### config.mk
export PLATFORM = sky130hd
export DESIGN_NAME = multihot_to_bin_seq
export DESIGN_NICKNAME = d
export VERILOG_FILES = /design/src/rtl/onehot_pkg.sv /design/src/rtl/lsb_prio_enc.sv /design/src/rtl/multihot_to_bin_seq.sv
export SDC_FILE = /design/constraint.sdc
export NUM_CORES = 1
export LEC_CHECK = 0
export ABC_AREA = 1
export CORE_ASPECT_RATIO = 0.5
export CORE_MARGIN = 1.5
export CORE_UTILIZATION = 61
export CTS_CLUSTER_SIZE = 30
export DETAILED_ROUTE_END_ITERATION = 10
export PLACE_DENSITY = 0.95
export SLEW_MARGIN = 20
export SYNTH_ARGS = -nofsm -noshare
export SYNTH_HDL_FRONTEND = slang
export SYNTH_HIERARCHICAL = 1
export SYNTH_SLANG_ARGS = --single-unit
### constraint.sdc
create_clock -name clk -period 2.2 [get_ports clk]
set_input_delay 0.55 -clock clk [delete_from_list [all_inputs] [get_ports clk]]
set_output_delay 0.55 -clock clk [all_outputs]
set_load 0.02 [all_outputs]
### src/rtl/onehot_pkg.sv
`timescale 1ns/1ps
`default_nettype none
// ============================================================================
// Module   : onehot_pkg
// Brief    : Shared types and constants for the set-bit-to-index encoder.
// Revision : 1.0 - initial release
// ============================================================================
package onehot_pkg;

    typedef enum logic [0:0] {
        IDLE = 1'b0,
        EMIT = 1'b1
    } state_t;

    localparam int MODE_STRICT = 0;
    localparam int MODE_DRAIN  = 1;
    localparam int ERR_CNT_W   = 16;

endpackage : onehot_pkg
`default_nettype wire

### src/rtl/lsb_prio_enc.sv
`timescale 1ns/1ps
`default_nettype none
// ============================================================================
// Module   : lsb_prio_enc
// Brief    : Combinational find-first-set: index and one-hot mask of lowest set bit.
// Revision : 1.0 - initial release
// ============================================================================
module lsb_prio_enc #(
    parameter int WIDTH = 16,
    parameter int IDX_W = $clog2(WIDTH)
) (
    input  logic [WIDTH-1:0] vec,
    output logic [IDX_W-1:0] idx,
    output logic [WIDTH-1:0] mask
);

    // Scan from the top so the lowest set bit is the last (winning) write.
    always_comb begin
        idx = '0;
        for (int i = WIDTH - 1; i >= 0; i--) begin
            if (vec[i]) begin
                idx = IDX_W'(i);
            end
        end
    end

    assign mask = vec & (~vec + WIDTH'(1));

endmodule : lsb_prio_enc
`default_nettype wire

### src/rtl/multihot_to_bin_seq.sv
`timescale 1ns/1ps
`default_nettype none
// ============================================================================
// Module   : multihot_to_bin_seq
// Brief    : Registered set-bit-to-index encoder, valid/ready both sides.
//            MODE 0 = STRICT (one beat, err/zero flags), 1 = DRAIN (beat per bit).
//            Define ONEHOT_ERR_CNT_EN to add the saturating err_cnt output.
// Revision : 1.0 - initial release
// ============================================================================
module multihot_to_bin_seq
    import onehot_pkg::*;
#(
    parameter int WIDTH = 16,
    parameter int IDX_W = $clog2(WIDTH),
    parameter int MODE  = MODE_STRICT
) (
    input  logic                 clk,
    input  logic                 rst,
    input  logic [WIDTH-1:0]     in_vec,
    input  logic                 in_valid,
    output logic                 in_ready,
    output logic [IDX_W-1:0]     out_idx,
    output logic                 out_valid,
    input  logic                 out_ready,
    output logic                 out_last,
    output logic                 out_zero,
    output logic                 out_err
`ifdef ONEHOT_ERR_CNT_EN
    ,
    output logic [ERR_CNT_W-1:0] err_cnt
`endif
);

    state_t             state_q,    state_d;
    logic [IDX_W-1:0]   out_idx_q,  out_idx_d;
    logic               out_last_q, out_last_d;
    logic               out_zero_q, out_zero_d;
    logic               out_err_q,  out_err_d;
    logic [WIDTH-1:0]   pend_q,     pend_d;

    logic [IDX_W-1:0]   w_in_idx;
    logic [WIDTH-1:0]   w_in_mask;
    logic [IDX_W-1:0]   w_pend_idx;
    logic [WIDTH-1:0]   w_pend_mask;
    logic [WIDTH-1:0]   w_in_rest;
    logic [WIDTH-1:0]   w_pend_rest;
    logic               w_in_xfer;
    logic               w_out_xfer;

    lsb_prio_enc #(.WIDTH(WIDTH), .IDX_W(IDX_W)) u_enc_in (
        .vec  (in_vec),
        .idx  (w_in_idx),
        .mask (w_in_mask)
    );

    lsb_prio_enc #(.WIDTH(WIDTH), .IDX_W(IDX_W)) u_enc_pend (
        .vec  (pend_q),
        .idx  (w_pend_idx),
        .mask (w_pend_mask)
    );

    assign w_in_rest   = in_vec & ~w_in_mask;
    assign w_pend_rest = pend_q & ~w_pend_mask;

    // Accepting during the last beat's transfer lets vectors stream without a bubble.
    assign out_valid  = (state_q == EMIT);
    assign in_ready   = !out_valid || (out_ready && out_last_q);
    assign w_in_xfer  = in_valid && in_ready;
    assign w_out_xfer = out_valid && out_ready;

    always_comb begin
        state_d    = state_q;
        out_idx_d  = out_idx_q;
        out_last_d = out_last_q;
        out_zero_d = out_zero_q;
        out_err_d  = out_err_q;
        pend_d     = pend_q;
        if (w_in_xfer) begin
            state_d    = EMIT;
            out_idx_d  = w_in_idx;
            out_zero_d = (in_vec == '0);
            if (MODE == MODE_DRAIN) begin
                pend_d     = w_in_rest;
                out_last_d = (w_in_rest == '0);
                out_err_d  = 1'b0;
            end else begin
                pend_d     = '0;
                out_last_d = 1'b1;
                out_err_d  = (w_in_rest != '0);
            end
        end else if (w_out_xfer) begin
            if (!out_last_q) begin
                out_idx_d  = w_pend_idx;
                pend_d     = w_pend_rest;
                out_last_d = (w_pend_rest == '0);
            end else begin
                state_d = IDLE;
            end
        end
    end

    always_ff @(posedge clk or posedge rst) begin
        if (rst) begin
            state_q    <= IDLE;
            out_idx_q  <= '0;
            out_last_q <= 1'b0;
            out_zero_q <= 1'b0;
            out_err_q  <= 1'b0;
            pend_q     <= '0;
        end else begin
            state_q    <= state_d;
            out_idx_q  <= out_idx_d;
            out_last_q <= out_last_d;
            out_zero_q <= out_zero_d;
            out_err_q  <= out_err_d;
            pend_q     <= pend_d;
        end
    end

    assign out_idx  = out_idx_q;
    assign out_last = out_last_q;
    assign out_zero = out_zero_q;
    assign out_err  = out_err_q;

`ifdef ONEHOT_ERR_CNT_EN
    logic [ERR_CNT_W-1:0] err_cnt_q, err_cnt_d;

    // A beat never carries both flags, so one increment per transfer suffices.
    always_comb begin
        err_cnt_d = err_cnt_q;
        if (w_out_xfer && (out_err_q || out_zero_q) && (err_cnt_q != '1)) begin
            err_cnt_d = err_cnt_q + ERR_CNT_W'(1);
        end
    end

    always_ff @(posedge clk or posedge rst) begin
        if (rst) begin
            err_cnt_q <= '0;
        end else begin
            err_cnt_q <= err_cnt_d;
        end
    end

    assign err_cnt = err_cnt_q;
`endif

endmodule : multihot_to_bin_seq
`default_nettype wire

==> flow_summary.toml <==
[pwr]
ir_drop_v = 0.000252
p_per_area_mw_per_mm2 = 392
leakage_nw = 1.34

[cts]
ctsHoldBuffers = 0
clk_path_buf_depth = 2
cts_sinks = 24
numCtsBuffers = 3
cts_tree = "yes"
ctsRootBufferMaster = "clkbuf_8"
path_clk_slew_ns = 0.08
htree_levels = 1
post_cts.repair.setup_buffers = 0
insertion_delay_ns = 0.27

[place]
dp_cells = 426
io_buffers = 28
dpl_cell_area_mm2 = 0.00262
gp_congestion = 0.965
dpl.hpwl_mm = 4.19

[final_layout]
layout-drive-gt1-share_pct = 18.1
seqCellArea_um2 = 601
fillerInstances = 171
multi_input_area_mm2 = 0.00123
final_area_mm2 = 0.00270
area_delta_synth_final_pct = 25.7
nNetsFinal = 403
utilization_pct = 85.2
stdcell_count = 430
antenna_cells = 0

[sta]
rsz0062_at_grt = "no"
worst_slew_pin_slew_ns = 0.533
min_period_ns = 2.11
max_freq_mhz = 473
hold_violations = 0
fin_skew_ns = 0.00125
drv_slew = 0
period_share_pct = 96.1
slew_headroom_pct = 64.4
setup_viol = 0

[floorplan]
core-area_mm2 = 0.00317
dieArea_mm2 = 0.00391
rows = 14
ios = 29
die_x_um = 86.9
die_h_um = 45.0
start_util_pct = 67.8

[synthesis]
syn_inst = 334
yosysWarnings = 6
ys_seq_area_share_pct = 28.0
synth_cell_type_count = 27
syn_area_per_cell_um2 = 6.43
ys_ff_latch = 24
syn_nets = 354
syn_area_mm2 = 0.00215

[global_route]
grt_pass1_vias = 2300
antenna_found_initial = 0
grt_usage_pct = 32.7
grt_max_degree = 18
grt_overflow = 0
grt_pass1_wl_mm = 9.83

[route]
dr_wl_met3_um = 362
detail-route-antenna-nets = 0
wl_per_cell_um = 13.5
routed_wl_mm = 5.81
drt_iter0_markers = 132
vias = 2306
via_per_inst = 5.36
drc = 0
wl_met2_mm = 3.02
highest_layer = "met4"
firstDrtPassIters = 5
met1_length_mm = 2.27

[setup_path]
startpoint_type = "input pin"
worstPathArrival_ns = 1.56
setup.worst_path.class = "input pin to output pin"
cp-end-kind = "output pin"
cp.required_ns = 1.65
reg2reg_depth = 9
cp_max_fo = 2

[hold_path]
hold_class = "register to register"
worstHoldPathCells = 2

[outcome]
status = "finished clean"

[job]
cap_viol_max_count = 0
==> cells in the final DEF (no fill, tap or decap), drive strengths merged <==
cell type / instances
nand2: 93
inv: 75
nor2: 73
clkdlybuf4s50: 25
dfrtp: 24
buf: 21
o21ai: 21
nand3: 12
nor4: 8
a21oi: 6
nor3: 5
a31oi: 4
nand4: 4
a211oi: 3
clkbuf: 3
dlymetal6s2s: 2
o22ai: 1
bufinv: 1
dlygate4sd2: 1
==> cells in the mapped netlist <==
cell type / instances / area, µm²
nand2_1: 90 / 338
nand3_4: 2 / 35.0
buf_4: 2 / 15.0
inv_2: 5 / 18.8
buf_2: 1 / 5.00
o21ai_1: 2 / 10.0
nand4_4: 2 / 42.5
a21oi_2: 1 / 8.76
nand3_2: 2 / 20.0
nor2_1: 65 / 244
nor2_8: 2 / 40.0
nor4_2: 8 / 100
a21oi_1: 5 / 25.0
inv_1: 70 / 263
nand3_1: 8 / 40.0
o21ai_0: 9 / 45.0
buf_6: 2 / 22.5
a211oi_1: 3 / 22.5
o21ai_2: 10 / 87.6
o22ai_1: 1 / 6.26
nor2_4: 6 / 67.6
nand4_1: 2 / 12.5
nor3_1: 3 / 15.0
dfrtp_1: 24 / 601
nand2_2: 3 / 18.8
nor3_2: 2 / 20.0
a31oi_1: 4 / 25.0
==> power by group <==
part | leakage [nW] | switching [W] | internal, W
sequential | 0.319 | 0.00000435 | 0.000448
clock | 0.0357 | 0.000144 | 0.000243
combinational | 0.984 | 0.000122 | 0.0000962
==> flip-flops by register name (all words and copies together), names as in the netlist <==
register and count:
pend_q 16, out_err 1, out_zero 1, out_valid 1
out_idx 4, out_last 1
==> final timing paths <==
path                                          end  slack [ns]                   start
max                                      in_ready        0.09               out_ready
min reg2reg                out_idx[1]$_DFFE_PP0P_        0.50  out_idx[1]$_DFFE_PP0P_
min in group asynchronous    out_last$_DFFE_PP0P_        0.54                     rst
max in group asynchronous   pend_q[7]$_DFFE_PP0P_        1.13                     rst
max reg2reg                  out_last$_DFFE_PP0P_        0.37   pend_q[6]$_DFFE_PP0P_
min                        out_idx[1]$_DFFE_PP0P_        0.50  out_idx[1]$_DFFE_PP0P_
==> layout make-up <==
type | instances | area share, %
multi-input combinational | 230 | 45.6
sequential | 24 | 22.2
timing repair buffer | 49 | 16.8
inverter | 75 | 10.4
tap | 48 | 2.22
clock buffer | 3 | 1.53
clock inverter | 1 | 1.11
==> metrics by stage <==
step                setup TNS (ns)  setup WS (ns)  total power (W)  hold WS, ns
floorplan                        0          0.501         0.000559        0.501
global placement            -0.159         -0.129         0.000664        0.472
detailed placement          -0.288         -0.155         0.000674        0.478
CTS                              0         0.0901          0.00106        0.505
global route                     0         0.0205          0.00109        0.542
finish                           0         0.0858          0.00106        0.502
==> critical path, cell delays in order <==
cell and delay, ns:
clkdlybuf4s50_1 0.44, a21oi_2 0.18, inv_1 0.07, dlygate4sd2_1 0.32
==> per-layer routing <==
metal,global-route usage [%],vias to the layer above
met1,35.4,1050
met5,0,-
met3,6.40,29
li1,-,1109
met4,13.5,0
met2,64.3,118
==> kinds of logic (layout without fill, tap and decap cells) <==
group | after synthesis | in the layout | synth area share, %
AND/OR/NAND/NOR | 195 | 195 | 46.2
buffers and inverters | 80 | 128 | 15.1
flip-flops | 24 | 24 | 28.0
AO/OA/AOI/OAI | 35 | 35 | 10.7
==> what timing repair did <==
item	in CTS	in global routing
resized for setup	1	4
pin swaps	0	4
endpoints found under the setup margin	1	1
No activity file was read; power rests on OpenSTA's default activity.
